### src/rtl/udma_traffic_pkg.sv
// Shared types and constants for the uDMA traffic generator/checker pair.
// Both ends import this so pattern and config decoding stay identical.
package udma_traffic_pkg;

    typedef enum logic [1:0] {
        MODE_INCR  = 2'b00,
        MODE_LFSR  = 2'b01,
        MODE_CONST = 2'b10,
        MODE_WALK  = 2'b11
    } pattern_mode_e;

    typedef enum logic [1:0] {
        ST_IDLE = 2'b00,
        ST_RUN  = 2'b01,
        ST_DONE = 2'b10
    } chk_state_e;

    localparam logic [31:0] LFSR_POLY = 32'h8020_0003;

    localparam int CFG_EN_BIT   = 0;
    localparam int CFG_MODE_LSB = 1;
    localparam int CFG_MODE_W   = 2;
    localparam int CFG_CLR_BIT  = 3;
    localparam int CFG_THR_LSB  = 4;
    localparam int CFG_THR_W    = 4;
    localparam int CFG_SEED_LSB = 8;
    localparam int CFG_SEED_W   = 8;
    localparam int CFG_LEN_LSB  = 16;
    localparam int CFG_LEN_W    = 16;

    function automatic logic [31:0] pattern_init(
        input pattern_mode_e m,
        input logic [31:0]   s
    );
        logic [31:0] r;
        r = s;
        // all-zero would lock the LFSR and walking-one patterns
        if ((m == MODE_LFSR || m == MODE_WALK) && s == 32'h0)
            r = 32'h1;
        return r;
    endfunction

    function automatic logic [31:0] pattern_next(
        input pattern_mode_e m,
        input logic [31:0]   e
    );
        logic [31:0] r;
        r = e;
        unique case (m)
            MODE_INCR:  r = e + 32'h1;
            MODE_LFSR:  r = {1'b0, e[31:1]} ^ ({32{e[0]}} & LFSR_POLY);
            MODE_CONST: r = e;
            MODE_WALK:  r = {e[30:0], e[31]};
            default:    r = e;
        endcase
        return r;
    endfunction

endpackage

### src/rtl/udma_traffic_pattern.sv
// Expected-word register: loads the initial pattern and steps it per word.
// Mode is captured on load so live config changes cannot disturb a run.
module udma_traffic_pattern
    import udma_traffic_pkg::*;
(
    input  logic          i_clk,
    input  logic          i_rstn,
    input  logic          i_load,
    input  logic          i_step,
    input  pattern_mode_e i_mode,
    input  logic [31:0]   i_seed,
    output logic [31:0]   o_data
);

    pattern_mode_e r_mode;
    logic [31:0]   r_data;

    always_ff @(posedge i_clk) begin
        if (!i_rstn) begin
            r_mode <= MODE_INCR;
            r_data <= 32'h0;
        end else if (i_load) begin
            r_mode <= i_mode;
            r_data <= pattern_init(i_mode, i_seed);
        end else if (i_step) begin
            r_data <= pattern_next(r_mode, r_data);
        end
    end

    assign o_data = r_data;

endmodule

### config.mk
export PLATFORM = sky130hd
export DESIGN_NAME = udma_traffic_pattern
export DESIGN_NICKNAME = d
export VERILOG_FILES = /design/src/rtl/udma_traffic_pkg.sv /design/src/rtl/udma_traffic_pattern.sv
export SDC_FILE = /design/constraint.sdc
export NUM_CORES = 1
export LEC_CHECK = 0
export ABC_CLOCK_PERIOD_IN_PS = 5690
export BUFFER_PORTS_ARGS = -buffer_cell sky130_fd_sc_hd__buf_2
export CORE_ASPECT_RATIO = 1.4
export CORE_UTILIZATION = 30
export DETAILED_ROUTE_END_ITERATION = 7
export PLACE_DENSITY = 0.5
export SETUP_SLACK_MARGIN = 0.15
export SYNTH_ARGS = -nofsm -noshare
export SYNTH_HDL_FRONTEND = slang
export SYNTH_SLANG_ARGS = --single-unit
### constraint.sdc
create_clock -name i_clk -period 5.69 [get_ports i_clk]
set_input_delay 0.8535 -clock i_clk [delete_from_list [all_inputs] [get_ports i_clk]]
set_output_delay 0.8535 -clock i_clk [all_outputs]
set_load 0.1 [all_outputs]
==> flow_metrics.tcl, run 1 <==
set metrics [dict create \
    postSynthCellCount 425 \
    die_y_um 120 \
    synth_cell_types 60 \
    synthTopCellsByArea "dfxtp_1, a21oi_1, o21ai_0" \
    required_ns 5.91 \
    drtIter0Drc 412 \
    drive_gt1_share_pct 21.6 \
    ir_worst_vdd_mv 0.150 \
    tns_ns 0 \
    synth.avg_cell_area_um2 6.99 \
    crit_buf_inv 1 \
    slowest_delay_ns 0.90 \
    crit_chain "buf_2 -> a21o_1 -> nand4b_1 -> or3_1 -> nand3_1" \
    dr.pass1.iters 5 \
    fill_cells 1044 \
    synth-edff-count 0 \
    grt_pass1_vias 3317 \
    grt_pass1_wl_um 18200 \
    synth-main-ff-cell "dfxtp_1" \
    clk_root_buffer_cell "clkbuf_16" \
    area_delta_synth_final_pct 18.4 \
    finClkSkew_ns 0.00508 \
    cp.arrival_ns 2.84 \
    relSlewSlack_pct 25.4 \
    slew_violations 0 \
    dp_hpwl_um 7940 \
    die_width_um 86.1 \
    power_density_mw_per_mm2 265 \
    fmax_mhz 383 \
    cts_resized 0 \
    core_mm2 0.00951 \
    finalHoldViolCount 0 \
    fin_total_pwr_mw 0.932 \
    cap_violations 0 \
    worstMarginPinSlew_ns 1.12 \
    n_antenna_cell 0 \
    syn_nets 464 \
    cts_setup_buffers 0 \
    track_usage_pct 22.9 \
    wl_um 11500 \
    yosysSeqAreaShare_pct 22.9 \
    crit_fanout 36 \
    numPortBuffers 69 \
    synth_most_common_cell "a21oi_1" \
    route.detailed.drc 0 \
    die_area_mm2 0.0103 \
    critical-path-top-delay-family "compound AO/OA/AOI/OAI gates" \
    netlist_area_mm2 0.00297 \
    cts-buffers-inserted 5 \
    finalInstanceArea_mm2 0.00351 \
    gp_congestion 0.814 \
    hold_path_class "flop to flop" \
    clock-sinks 34 \
    ant_nets 0 \
    initial_core_util_pct 31.2 \
    rsz0062_at_grt "false" \
    placed_area_mm2 0.00335 \
    grt_max_degree 57 \
    p_leak_nw 1.28 \
    cts_hold_buf 0 \
    fin_crit_ns 2.61 \
    htreeDepth 2 \
    netlist_top_cells_count "a21oi_1, o21ai_0, dfxtp_1, clkbuf_1, nor2_1" \
    status "completed" \
    fin_crit_sh_pct 45.9 \
    whs_ns 0.540 \
    layout.nets 502 \
    clkSlewWorstSetupHoldPaths_ns 0.06 \
    finalSetupViolCount 0 \
    rows 42 \
    ys.warnings.count 0 \
    crit_type "input pin to flop" \
    end_kind "flop" \
    boundaryPins 70 \
    vias_per_cell 6.10 \
    slowest_stage "a21o_1" \
    async_reset_ff_share_pct 0 \
    clk_latency_ns 0.29 \
    routedWlPerCell_um 19.3 \
    cts_tree "built" \
    antenna_found_initial 0 \
    grt_overflow_total 0 \
    critical_path.startpoint_type "input pin" \
    clock_path_buffers 2 \
    vias 3637 \
    ys_seq_elements 34 \
    synth_area_leader_cell "dfxtp_1" \
    synth_top_area_share_pct 22.9 \
]
sequential cells by signal, summed over array words and instances (netlist names):
name and cells:
r_mode 2, o_data 32
layer usage:
metal  GRT usage, %  wire length, um
met1           29.7             4830
met2           37.4             5610
met3           2.89              625
met4           10.4              452
met5              0                0
final timing paths:
path,start,endpoint,slack [ns],depth (start not counted)
min,o_data[13],o_data[13],0.54,2
max reg2reg,r_mode[1],o_data[27],3.26,4
min reg2reg,o_data[13],o_data[13],0.54,2
max,i_load,o_data[30],3.08,5
power by group:
group / switching [mW] / internal (mW)
Sequential: 0.0510 / 0.259
Clock: 0.114 / 0.199
Combinational: 0.232 / 0.0776
cells by family after synthesis:
kind of cell	count (synthesis)	share of synthesized area [%]
AOI/OAI and AO/OA	176	36.8
and+or+nand+nor	134	24.7
buffers and inverters	56	7.16
DFF	34	22.9
muxes	17	5.86
xor gates and xnor gates	7	2.06
adders and majority gates	1	0.421
cell usage in the layout, fill, tap and decap left out, types with 10 or more instances in the layout:
master	Yosys	final
mux2i_1	14	14
nor4_1	11	11
nand2_1	25	25
buf_2	2	69
o21ai_0	49	49
dfxtp_1	34	32
nand3_1	10	10
inv_1	15	15
nor2_1	28	28
nand4_1	14	14
a21oi_1	56	56
a31oi_1	11	11
metrics by stage:
stage	instances	util [%]	worst slack (ns)
after global routing	596	37.0	2.90
after CTS	596	37.0	3.07
after global placement	588	35.2	2.81
after floorplan	425	-	2.79
after detailed placement	588	35.2	2.77
final	596	37.0	3.08
worst min-delay path: stages, from the launching register on:
cell	delay, ns
dfxtp_1	0.37
inv_1	0.07
a21oi_1	0.05
layout make-up:
cell class                 instances  area (um^2)  share of cell area (%)
inverter                          15         56.3                    1.60
multi-input combinational        335         2080                    59.1
clock buffer                       8          166                    4.73
tap                              132          165                    4.70
timing repair buffer              72          368                    10.5
sequential                        34          683                    19.4
(Power assumes the default switching activity.)
==> inputs of run 2 (changes only) <==
- ABC_CLOCK_PERIOD_IN_PS: 5690 -> 2200
- PLACE_DENSITY: 0.5 -> 0.51
- clock period: 5.69 -> 2.2 ns (I/O delays scaled with it)
==> flow_metrics.tcl, run 2 (same netlist as run 1, synthesis figures left out) <==
set metrics [dict create \
    dp_hpwl_um 8860 \
    dpl.cell_count 612 \
    gp_congestion 0.900 \
    area_delta_synth_final_pct 27.1 \
    cap_violations 0 \
    grt_max_degree 29 \
    vias 3713 \
    dr.pass1.iters 5 \
    p_int_mw 1.31 \
    finalCoreUtilization_pct 39.7 \
    seq_area_um2 759 \
    fin_crit_ns 1.98 \
    n_antenna_cell 0 \
    p_leak_nw 1.43 \
    grt_pass1_vias 3527 \
    die_y_um 120 \
    clkSlewWorstSetupHoldPaths_ns 0.06 \
    final_common_cell "buf_2" \
    fmax_mhz 506 \
    status "completed" \
    routedWlPerCell_um 19.4 \
    clk_root_buffer_cell "clkbuf_16" \
    vias_per_cell 6.00 \
    whs_ns 0.292 \
    tns_ns 0 \
    clk_latency_ns 0.29 \
    critical_path.startpoint_type "flop" \
    layout.nets 526 \
    cts_resized 0 \
    multiInputGateArea_mm2 0.00211 \
    rsz0062_at_grt "false" \
    fin_cells 619 \
    ir_worst_vdd_mv 0.319 \
    finClkSkew_ns 0.00648 \
    boundaryPins 70 \
    track_usage_pct 24.1 \
    slew_violations 0 \
    hold_path_class "input pin to flop" \
    clock-sinks 34 \
    initial_core_util_pct 31.2 \
    cts-buffers-inserted 5 \
    fill_cells 1016 \
    die_area_mm2 0.0103 \
    crit_type "flop to flop" \
    die_width_um 86.1 \
    fin_crit_sh_pct 89.9 \
    cts_hold_buf 0 \
    grt_pass1_wl_um 19100 \
    setup_ws_ns 0.222 \
    drtIter0Drc 338 \
    cp.arrival_ns 2.14 \
    antenna_found_initial 0 \
    final_cell_mix "buf_2, a21oi_1, o21ai_0" \
    switching_share_pct 44.2 \
    end_kind "flop" \
    crit_fanout 8 \
    route.detailed.drc 0 \
    worstMarginPinSlew_ns 0.629 \
    pwr-share-seq_pct 34.5 \
    grt_overflow_total 0 \
    power_density_mw_per_mm2 623 \
    rows 42 \
    drive_gt1_share_pct 31.4 \
    wl_um 12000 \
    comb_power_share_pct 35.5 \
    htreeDepth 2 \
    numPortBuffers 69 \
    pre_cts_slack_ns 0.0503 \
    largest_register_ffs 32 \
    p_switching_mw 1.04 \
    finalSetupViolCount 0 \
    core_mm2 0.00951 \
    cts_setup_buffers 0 \
    clockPowerShare_pct 30.0 \
    relSlewSlack_pct 58.0 \
    ant_nets 0 \
    cts_tree "built" \
    required_ns 2.37 \
    finalHoldViolCount 0 \
    clock_path_buffers 2 \
]
run 2: cell types whose count changed in the layout (fill, tap and decap cells not counted), moves of 2 or more:
| cell | delta |
|---|---|
| nor3_2 | -2 |
| dfxtp_2 | +13 |
| dfxtp_1 | -29 |
| clkbuf_8 | -3 |
| dfxtp_4 | +16 |
| buf_4 | +24 |
| nor3_4 | +2 |
| clkbuf_1 | +2 |
run 2: layout make-up:
| type | instances | share of cell area [%] |
|---|---|---|
| clock buffers | 7 | 3.51 |
| inverters | 15 | 1.49 |
| multi-input cells | 335 | 56.0 |
| flip-flops and latches | 34 | 20.1 |
| well taps | 132 | 4.38 |
| repair buffers | 96 | 14.5 |
run 2: layer usage:
metal | share of wire (%) | vias to the layer above | global-route usage, %
li1 | - | 1739 | -
met1 | 41 | 1752 | 30.9
met2 | 47 | 183 | 38.7
met3 | 6.4 | 39 | 3.09
met4 | 4.6 | 0 | 13.0
met5 | 0 | - | 0
run 2: final timing paths:
kind | startpoint | to | slack, ns | cells after the start
setup / recovery | o_data[14] | o_data[31] | 0.22 | 5
setup reg to reg | o_data[14] | o_data[31] | 0.22 | 5
hold reg to reg | o_data[13] | o_data[13] | 0.50 | 2
hold / removal | i_seed[0] | o_data[0] | 0.29 | 3
run 2: metrics by stage:
step	power (mW)	cell area [um^2]
finish	2.35	3770
global route	2.46	3770
CTS	2.36	3770
detailed placement	1.65	3640
global placement	1.65	3640
floorplan	1.43	3090
run 2: power groups by stage:
stage | Sequential (mW) | Combinational (mW) | Clock [mW]
floorplan | 1.11 | 0.325 | 0
global placement | 0.821 | 0.829 | 0
detailed placement | 0.821 | 0.831 | 0
CTS | 0.808 | 0.833 | 0.719
global route | 0.825 | 0.885 | 0.746
finish | 0.812 | 0.835 | 0.705
run 2: critical path: stages (launching register included):
cell,delay (ns)
dfxtp_4,0.41
nand4_4,0.16
or3_4,0.42
or4_4,0.57
nor4b_2,0.23
nor3_1,0.08
==> inputs of run 3 (changes only) <==
--- a/config.mk
+++ b/config.mk
@@ -12,3 +12,2 @@
 export DETAILED_ROUTE_END_ITERATION = 7
-export PLACE_DENSITY = 0.51
 export SETUP_SLACK_MARGIN = 0.15
--- a/constraint.sdc
+++ b/constraint.sdc
@@ -3,2 +3,2 @@
 set_output_delay 0.33 -clock i_clk [all_outputs]
-set_load 0.1 [all_outputs]
+set_load 0.005 [all_outputs]
==> flow_metrics.tcl, run 3 (same netlist as run 1, synthesis figures left out) <==
set metrics [dict create \
    clkSlewWorstSetupHoldPaths_ns 0.06 \
    power_density_mw_per_mm2 542 \
    die_width_um 86.1 \
    numPortBuffers 69 \
    critical_path.startpoint_type "flop" \
    cts-buffers-inserted 5 \
    dr.pass1.iters 5 \
    status "completed" \
    crit_type "flop to flop" \
    dpl.cell_count 637 \
    die_y_um 120 \
    relSlewSlack_pct 65.6 \
    p_int_mw 1.45 \
    drtIter0Drc 433 \
    grt_pass1_vias 3611 \
    fin_cells 645 \
    p_switching_mw 0.687 \
    required_ns 2.40 \
    worstMarginPinSlew_ns 0.516 \
    finalInstanceArea_mm2 0.00394 \
    initial_core_util_pct 31.2 \
    htreeDepth 2 \
    pre_cts_slack_ns 0.0175 \
    finClkSkew_ns 0.00498 \
    fill_cells 1015 \
    setup_ws_ns 0.234 \
    clock-sinks 34 \
    critical-path-top-delay-family "simple AND/OR/NAND/NOR gates" \
    final_common_cell "buf_2" \
    cts_setup_buffers 0 \
    vias 3928 \
    slowest_delay_ns 0.55 \
    dp_hpwl_um 8850 \
    clk_latency_ns 0.29 \
    whs_ns 0.291 \
    largest_register_ffs 32 \
    clk_root_buffer_cell "clkbuf_16" \
    fin_crit_sh_pct 89.3 \
    finalSetupViolCount 0 \
    track_usage_pct 23.9 \
    slowest_stage "or4_4" \
    routedWlPerCell_um 18.7 \
    crit_chain "and3_2 -> nand4_1 -> or4_4 -> o211a_1 -> nor3_1" \
    rsz0062_at_grt "false" \
    gp_congestion 0.908 \
    crit_buf_inv 0 \
    grt_max_degree 46 \
    cap_violations 0 \
    critical_path_depth 5 \
    finalCoreUtilization_pct 41.4 \
    switching_share_pct 32.2 \
    rows 42 \
    boundaryPins 70 \
    hold_path_class "input pin to flop" \
    placed_area_mm2 0.00375 \
    fmax_mhz 509 \
    wl_um 12000 \
    fin_total_pwr_mw 2.13 \
    route.detailed.drc 0 \
    clockPowerShare_pct 37.4 \
    clock_path_buffers 2 \
    cp.arrival_ns 2.17 \
    vias_per_cell 6.09 \
    tns_ns 0 \
    slew_violations 0 \
    antenna_found_initial 0 \
    n_antenna_cell 0 \
    drive_gt1_share_pct 30.8 \
    hold_depth 3 \
    p_leak_nw 1.55 \
    ant_nets 0 \
    core_mm2 0.00951 \
    fin_crit_ns 1.97 \
    layout.nets 551 \
    cts_tree "built" \
    r2r_cells 5 \
    pwr-share-seq_pct 34.7 \
    end_kind "flop" \
    grt_overflow_total 0 \
    area_delta_synth_final_pct 32.7 \
    comb_power_share_pct 27.9 \
    finalHoldViolCount 0 \
    ir_worst_vdd_mv 0.283 \
    die_area_mm2 0.0103 \
    grt_pass1_wl_um 19200 \
    final_cell_mix "buf_2, a21oi_1, buf_4" \
    crit_fanout 9 \
]
-- run 3: worst paths after layout --
| path | slack (ns) | to | start |
|---|---|---|---|
| worst min-delay path | 0.29 | o_data[0] | i_seed[0] |
| worst min register to register | 0.55 | r_mode[1] | r_mode[1] |
| worst max-delay path | 0.23 | o_data[31] | o_data[4] |
| worst max register to register | 0.23 | o_data[31] | o_data[4] |
-- run 3: tightest hold or removal path: stages --
cell and delay, ns:
buf_2 0.10, inv_1 0.04, a211oi_1 0.05
-- run 3: power groups by stage --
stage | registers (mW) | logic [mW] | clock network [mW]
floorplan | 0.744 | 0.322 | 0
global placement | 0.747 | 0.575 | 0
detailed placement | 0.750 | 0.583 | 0
CTS | 0.736 | 0.586 | 0.811
global route | 0.748 | 0.650 | 0.838
finish | 0.740 | 0.596 | 0.798
-- run 3: repair_timing --
item,CTS,global route
gates resized for setup,0,8
hold buffers,0,0
setup endpoints to repair,0,10
-- run 3: final cells by class --
type                    count  area (um^2)  area share (%)
clock buffers               8          166            4.22
inverters                  15         56.3            1.43
multi-input cells         335         2100            53.3
flip-flops and latches     34          692            17.6
well taps                 132          165            4.19
repair buffers            121          761            19.3
-- run 3: metal layers --
layer	up-vias	part of all wire [%]	track usage (%)	wire [um]
met1	1884	39	29.6	4710
met2	215	49	39.2	5910
li1	1791	-	-	-
met5	-	0	0	0
met3	38	7.3	3.23	876
met4	0	4.5	14.0	544
